[config.mk]
export PLATFORM = sky130hd
export DESIGN_NAME = gbe_tx_arbiter_flat
export DESIGN_NICKNAME = d
export VERILOG_FILES = /design/src/rtl/gbe_tx_arbiter_if.sv /design/src/rtl/gbe_tx_arbiter.sv /design/src/flat_wrapper.sv
export SDC_FILE = /design/constraint.sdc
export NUM_CORES = 1
export LEC_CHECK = 0
export ABC_CLOCK_PERIOD_IN_PS = 2600
export CORE_AREA = 3 3 159 161
export CTS_BUF_LIST = sky130_fd_sc_hd__clkbuf_16
export DETAILED_ROUTE_END_ITERATION = 12
export DIE_AREA = 0 0 162 164
export GPL_ROUTABILITY_DRIVEN = 0
export PLACE_DENSITY = 0.66
export SYNTH_ARGS = -nofsm -noshare
export SYNTH_HDL_FRONTEND = slang
export SYNTH_SLANG_ARGS = --single-unit
[constraint.sdc]
create_clock -name clk -period 2.6 [get_ports clk]
set_input_delay 0.52 -clock clk [delete_from_list [all_inputs] [get_ports clk]]
set_output_delay 0.52 -clock clk [all_outputs]
set_load 0.02 [all_outputs]
[src/rtl/gbe_tx_arbiter_if.sv]
// 10GbE core TX port bundle: the arbiter drives the master side, the core the slave side.
interface gbe_tx_arbiter_if #(
   parameter int DATA_W = 64
);
   logic              tx_valid;
   logic [DATA_W-1:0] tx_data;
   logic              tx_end_of_frame;
   logic [31:0]       tx_dest_ip;
   logic [15:0]       tx_dest_port;
   logic              tx_afull;
   logic              tx_overflow;

   modport master (
      output tx_valid, tx_data, tx_end_of_frame, tx_dest_ip, tx_dest_port,
      input  tx_afull, tx_overflow
   );

   modport slave (
      input  tx_valid, tx_data, tx_end_of_frame, tx_dest_ip, tx_dest_port,
      output tx_afull, tx_overflow
   );
endinterface

[src/rtl/gbe_tx_arbiter.sv]
// Packet-granular round-robin arbiter sharing the 10GbE core TX port between two show-ahead FIFO sources.
// Define GBE_TX_ARB_SRC_CNT_EN to add per-source completed-frame counters (src0_frames/src1_frames).
module gbe_tx_arbiter #(
   parameter int DATA_W    = 64,
   parameter int LEN_W     = 11,
   parameter int MAX_WORDS = 1024,
   parameter int CNT_W     = 32
) (
   input  logic              clk,
   input  logic              rst_n,
   input  logic              enable,
   input  logic              clr,
   input  logic              src0_req,
   input  logic [LEN_W-1:0]  src0_len,
   input  logic [31:0]       src0_dest_ip,
   input  logic [15:0]       src0_dest_port,
   input  logic [DATA_W-1:0] src0_data,
   output logic              src0_grant,
   output logic              src0_rd,
   input  logic              src1_req,
   input  logic [LEN_W-1:0]  src1_len,
   input  logic [31:0]       src1_dest_ip,
   input  logic [15:0]       src1_dest_port,
   input  logic [DATA_W-1:0] src1_data,
   output logic              src1_grant,
   output logic              src1_rd,
   gbe_tx_arbiter_if.master  tx,
   output logic              busy,
   output logic              overflow_seen,
   output logic              len_err,
   output logic [CNT_W-1:0]  frames_sent
`ifdef GBE_TX_ARB_SRC_CNT_EN
   ,
   output logic [CNT_W-1:0]  src0_frames,
   output logic [CNT_W-1:0]  src1_frames
`endif
);

   typedef enum logic [1:0] {IDLE, SEND, GAP} state_t;

   localparam logic [LEN_W-1:0] MAX_LEN = LEN_W'(MAX_WORDS);

   state_t             state_q, state_d;
   logic               ptr_q;
   logic               winner_q;
   logic [LEN_W-1:0]   remaining_q;
   logic [1:0]         grant_q;

   logic               pick;
   logic [LEN_W-1:0]   sel_len;
   logic [31:0]        sel_ip;
   logic [15:0]        sel_port;
   logic               len_ok;
   logic               start;
   logic               bad_len;
   logic               rd_en;

   always_comb begin
      pick = ptr_q;
      if (!(ptr_q ? src1_req : src0_req)) pick = ~ptr_q;
      sel_len  = pick ? src1_len       : src0_len;
      sel_ip   = pick ? src1_dest_ip   : src0_dest_ip;
      sel_port = pick ? src1_dest_port : src0_dest_port;
      len_ok   = (sel_len != '0) && (sel_len <= MAX_LEN);
      start    = 1'b0;
      bad_len  = 1'b0;
      rd_en    = 1'b0;
      state_d  = state_q;
      case (state_q)
         IDLE: begin
            if (enable && !tx.tx_afull && (src0_req || src1_req)) begin
               start   = 1'b1;
               bad_len = !len_ok;
               state_d = len_ok ? SEND : GAP;
            end
         end
         SEND: begin
            if (!tx.tx_afull) begin
               rd_en = 1'b1;
               if (remaining_q == LEN_W'(1)) state_d = GAP;
            end
         end
         GAP:     state_d = IDLE;
         default: state_d = IDLE;
      endcase
   end

   // Grant, destination and word count are captured together when a request wins
   always_ff @(posedge clk or negedge rst_n) begin
      if (!rst_n) begin
         state_q         <= IDLE;
         ptr_q           <= 1'b0;
         winner_q        <= 1'b0;
         remaining_q     <= '0;
         grant_q         <= '0;
         tx.tx_dest_ip   <= '0;
         tx.tx_dest_port <= '0;
      end else begin
         state_q <= state_d;
         grant_q <= '0;
         if (start) begin
            winner_q        <= pick;
            grant_q         <= pick ? 2'b10 : 2'b01;
            remaining_q     <= sel_len;
            tx.tx_dest_ip   <= sel_ip;
            tx.tx_dest_port <= sel_port;
         end else if (rd_en) begin
            remaining_q <= remaining_q - LEN_W'(1);
         end
         if (state_q == GAP) ptr_q <= ~winner_q;
      end
   end

   assign src0_grant = grant_q[0];
   assign src1_grant = grant_q[1];
   assign src0_rd    = rd_en && !winner_q;
   assign src1_rd    = rd_en &&  winner_q;
   assign busy       = (state_q != IDLE);

   always_ff @(posedge clk or negedge rst_n) begin
      if (!rst_n) begin
         tx.tx_valid        <= 1'b0;
         tx.tx_data         <= '0;
         tx.tx_end_of_frame <= 1'b0;
      end else begin
         tx.tx_valid        <= rd_en;
         tx.tx_data         <= winner_q ? src1_data : src0_data;
         tx.tx_end_of_frame <= rd_en && (remaining_q == LEN_W'(1));
      end
   end

   // A set or count event in the same cycle as clr takes precedence over the clear
   always_ff @(posedge clk or negedge rst_n) begin
      if (!rst_n) begin
         overflow_seen <= 1'b0;
         len_err       <= 1'b0;
         frames_sent   <= '0;
      end else begin
         overflow_seen <= tx.tx_overflow | (overflow_seen & ~clr);
         len_err       <= bad_len | (len_err & ~clr);
         if (tx.tx_end_of_frame) frames_sent <= (clr ? '0 : frames_sent) + CNT_W'(1);
         else if (clr)           frames_sent <= '0;
      end
   end

`ifdef GBE_TX_ARB_SRC_CNT_EN
   always_ff @(posedge clk or negedge rst_n) begin
      if (!rst_n) begin
         src0_frames <= '0;
         src1_frames <= '0;
      end else begin
         if (tx.tx_end_of_frame && !winner_q) src0_frames <= (clr ? '0 : src0_frames) + CNT_W'(1);
         else if (clr)                        src0_frames <= '0;
         if (tx.tx_end_of_frame && winner_q)  src1_frames <= (clr ? '0 : src1_frames) + CNT_W'(1);
         else if (clr)                        src1_frames <= '0;
      end
   end
`endif

endmodule

[src/flat_wrapper.sv]
// flat-port wrapper written by rule: the top's interface ports become plain ports
module gbe_tx_arbiter_flat 
#(
   parameter int DATA_W    = 64,
   parameter int LEN_W     = 11,
   parameter int MAX_WORDS = 1024,
   parameter int CNT_W     = 32
)
  (clk, rst_n, enable, clr, src0_req, src0_len, src0_dest_ip, src0_dest_port, src0_data, src0_grant, src0_rd, src1_req, src1_len, src1_dest_ip, src1_dest_port, src1_data, src1_grant, src1_rd, busy, overflow_seen, len_err, frames_sent, tx_tx_valid, tx_tx_data, tx_tx_end_of_frame, tx_tx_dest_ip, tx_tx_dest_port, tx_tx_afull, tx_tx_overflow);
  gbe_tx_arbiter_if #(.DATA_W(DATA_W)) tx_i ();
  input  logic clk;
  input  logic rst_n;
  input  logic enable;
  input  logic clr;
  input  logic src0_req;
  input  logic [LEN_W-1:0] src0_len;
  input  logic [31:0] src0_dest_ip;
  input  logic [15:0] src0_dest_port;
  input  logic [DATA_W-1:0] src0_data;
  output logic src0_grant;
  output logic src0_rd;
  input  logic src1_req;
  input  logic [LEN_W-1:0] src1_len;
  input  logic [31:0] src1_dest_ip;
  input  logic [15:0] src1_dest_port;
  input  logic [DATA_W-1:0] src1_data;
  output logic src1_grant;
  output logic src1_rd;
  output logic busy;
  output logic overflow_seen;
  output logic len_err;
  output logic [CNT_W-1:0] frames_sent;
  output wire logic [$bits(tx_i.tx_valid)-1:0] tx_tx_valid;
  output wire logic [$bits(tx_i.tx_data)-1:0] tx_tx_data;
  output wire logic [$bits(tx_i.tx_end_of_frame)-1:0] tx_tx_end_of_frame;
  output wire logic [$bits(tx_i.tx_dest_ip)-1:0] tx_tx_dest_ip;
  output wire logic [$bits(tx_i.tx_dest_port)-1:0] tx_tx_dest_port;
  input wire logic [$bits(tx_i.tx_afull)-1:0] tx_tx_afull;
  input wire logic [$bits(tx_i.tx_overflow)-1:0] tx_tx_overflow;
  assign tx_tx_valid = tx_i.tx_valid;
  assign tx_tx_data = tx_i.tx_data;
  assign tx_tx_end_of_frame = tx_i.tx_end_of_frame;
  assign tx_tx_dest_ip = tx_i.tx_dest_ip;
  assign tx_tx_dest_port = tx_i.tx_dest_port;
  assign tx_i.tx_afull = tx_tx_afull;
  assign tx_i.tx_overflow = tx_tx_overflow;
  gbe_tx_arbiter #(.DATA_W(DATA_W), .LEN_W(LEN_W), .MAX_WORDS(MAX_WORDS), .CNT_W(CNT_W)) u_core (.clk(clk), .rst_n(rst_n), .enable(enable), .clr(clr), .src0_req(src0_req), .src0_len(src0_len), .src0_dest_ip(src0_dest_ip), .src0_dest_port(src0_dest_port), .src0_data(src0_data), .src0_grant(src0_grant), .src0_rd(src0_rd), .src1_req(src1_req), .src1_len(src1_len), .src1_dest_ip(src1_dest_ip), .src1_dest_port(src1_dest_port), .src1_data(src1_data), .src1_grant(src1_grant), .src1_rd(src1_rd), .tx(tx_i), .busy(busy), .overflow_seen(overflow_seen), .len_err(len_err), .frames_sent(frames_sent));
endmodule
==> key figures <==
Floorplanning
  – I/O pins: 407
  – Die height: 164 um
  – Die X: 162 um
  – Die area: 0.02657 mm^2
  – Initial Util: 30.45%
  – Core area: 0.02411 mm^2
  – Site Rows: 57

Yosys
  – Sequential share of the synthesized area: 56.25%
  – Mean area per synthesized cell: 11.71 um^2
  – Yosys cell types: 49
  – Async S/R FF share, synth: 100.0%
  – Area of the mapped netlist: 0.007341 mm^2
  – Ys Warns: 0
  – Syn_nets: 884
  – Post-synth EDFFs: 0
  – Ys flop type: dfrtp_1
  – Synth Register Bits: 165
  – Mapped Cells: 627

Timing
  – # setup viols final: 0
  – Final Hold Fails: 0
  – Period Utilization, post-route: 92.83%
  – Worst-margin pin slew: 0.8122 ns
  – Peak Freq: 414.3 MHz
  – RSZ-0062 raised after global routing: no
  – Final hold slack: 0.05440 ns
  – Final count of pins violating max slew: 0
  – Worst Skew: 0.008859 ns
  – Rel. slew slack: 45.85%
  – Fin crit period: 2.414 ns

Clock tree
  – CTS buffer count: 17
  – Root Driver: clkbuf_16
  – Clk buf depth: 2
  – Clk_lat worst skew: 0.42 ns
  – TritonCTS clock tree: yes
  – Number of setup buffers added after CTS: 0
  – Sinks on Clock Net: 165
  – H-tree depth: 4
  – Post-CTS Hold Buffers: 0
  – Clock-pin slew on the worst setup and hold paths: 0.07 ns

Setup path
  – Reg2reg setup slack: 0.39 ns
  – Worst path max stage delay: 0.42 ns
  – Worst path required time: 2.08 ns
  – Critical Path Fanout Max: 3
  – CP max-delay cell: clkdlybuf4s50_1
  – Arr. time, crit path: 1.89 ns
  – CP cell instances: clkdlybuf4s50_1 -> or3b_1 -> inv_1 -> and2_1 -> dlygate4sd2_1
  – CP startpoint kind: input pin
  – Critical path capture point type: primary output
  – CP Class: input pin to primary output

Pwr
  – Net Sw Power: 3843 uW
  – Cell area power density: 870.9 mW/mm^2
  – Leakage: 0.005313 uW
  – Peak supply drop: 390.0 uV
  – Sw frac: 35.08%
  – Comb power frac: 42.5%
  – Flop pwr share: 34.0%
  – Int Pwr: 7113 uW
  – Clock share of power: 23.5%
  – Tot Pwr: 10960 uW

Finish
  – Ratio of cells with drive above 1 in the final layout: 13.53%
  – Commonest non-fill, non-tap cells in the layout: 403 x clkdlybuf4s50_1, 164 x dfrtp_1, 70 x mux2_2
  – Synthesis-to-finish area growth: 71.38%
  – Final instance area: 0.01258 mm^2
  – Layout Cells excl Fill: 1383
  – Fin nets: 1301
  – Most common cell after layout, fill and taps aside: clkdlybuf4s50_1

Route
  – Post-Route WL: 24150 um
  – Routed len/inst: 17.46 um
  – DR DRC count: 0
  – Starting DRT DRC Count: 233
  – Antenna Violating Nets Remaining: 0
  – Vias/cell: 4.549
  – Via count: 6291
  – Drt first pass iters: 4

Placement
  – HPWL Detailed: 19250 um
  – Placed cell count: 1349
  – Placed instance area: 0.01197 mm^2
  – Port Buf Inserts: 406

Global routing
  – GRT Util Overall: 17.57%
  – First-pass GRT wire length: 35840 um
  – Number of global-route vias before repair: 6355
  – Pin count of the biggest net entering global routing: 82
  – Initial antenna violation count: 1
  – Congestion Overflow GR: 0

Status
  – Status: completed

Worst hold path
  – Hold Crit Class: input pin to asynchronous set/reset pin

Job
  – Max-Cap Viols: 0
## cells by family after synthesis
| family | Yosys count | share of synthesized area (%) |
|---|---|---|
| mux | 131 | 19.06 |
| buf+inv | 43 | 2.250 |
| xor+xnor | 22 | 2.625 |
| compound gates | 88 | 7.125 |
| fa+ha+maj | 3 | 0.5114 |
| simple gates | 175 | 12.19 |
| flops | 165 | 56.25 |
## worst max-delay path: cells and delay by family
family	cells	cell delay, ns
buffers and inverters	3	0.85
AND/OR/NAND/NOR	2	0.53
## layout make-up
type | count | area (um^2)
diodes | 2 | 5.005
well taps | 324 | 405.4
clock inverters | 15 | 178.9
inverters | 7 | 26.28
repair buffers | 434 | 4339
clock buffers | 17 | 425.4
multi-input cells | 419 | 3070
fillers | 2213 | 11520
flip-flops and latches | 165 | 4130
## state kept, by name, indices dropped and copies added (netlist names)
signal and count:
u_core.state_q 2, u_core.tx.tx_valid 1, u_core.tx.tx_end_of_frame 1, u_core.len_err 1, u_core.tx.tx_dest_port 16, u_core.winner_q 1
u_core.frames_sent 32, u_core.remaining_q 11, u_core.tx.tx_dest_ip 32, u_core.overflow_seen 1, u_core.ptr_q 1, u_core.grant_q 2
u_core.tx.tx_data 64
## layer usage
layer,up-vias,global-route usage (%),share of wire (%)
li1,3054,-,-
met1,2963,20.47,38
met2,253,31.26,52
met3,19,6.154,8.4
met4,2,3.955,1.4
met5,-,0,0.054
## power by group through the flow
stage               clock network [uW]  logic [uW]  registers, uW
floorplan                            0        1440           4610
global placement                     0        4710           3750
detailed placement                   0        4730           3780
CTS                               2670        4750           3730
global route                      2760        4960           3830
finish                            2580        4650           3720
## cells in the mapped netlist (5+ instances only)
library cell    n  area (um^2)
o21ai_0        56        280.3
xnor2_1        11        96.34
nor2_1         28        105.1
a21oi_1         5        25.02
nor2b_1        14        87.58
or4_1           5        37.54
dfrtp_1       165         4129
inv_1           7        26.28
nand4_1        10        62.56
mux2i_1        61        610.6
nand2_1        63        236.5
mux2_2         70        788.3
xor2_1         11        96.34
or3_1           6        37.54
clkbuf_1       27        101.4
nand3_1        15        75.07
o211ai_1        7        52.55
nor4_1          5        31.28
buf_1           6        22.52
## final timing paths
check | to | from | cells after the start
hold / removal | u_core.frames_sent[31] | rst_n | 1
setup / recovery | src1_rd | tx_tx_afull | 5
setup reg to reg | u_core.frames_sent[31] | u_core.frames_sent[5] | 5
hold reg to reg | u_core.tx.tx_dest_port[3] | u_core.tx.tx_dest_port[3] | 2
max in group asynchronous | u_core.tx.tx_dest_port[7] | rst_n | 2
min in group clk | u_core.tx.tx_dest_port[3] | u_core.tx.tx_dest_port[3] | 2
## stage by stage
stage	utilization, %	setup TNS [ns]	setup slack [ns]
6_report	52.19	0	0.1864
5_1_grt	52.17	0	0.1045
4_1_cts	52.16	0	0.01698
3_5_place_dp	49.66	-0.9543	-0.09179
3_3_place_gp	49.66	-0.1107	-0.05671
2_1_floorplan	-	0	0.3305
## timing repair
action,CTS,global route
pin swaps,0,0
setup endpoints to repair,1,1
gates resized for setup,1,1
endpoints found under the hold margin,0,0
No activity file was read; power rests on OpenSTA's default activity.
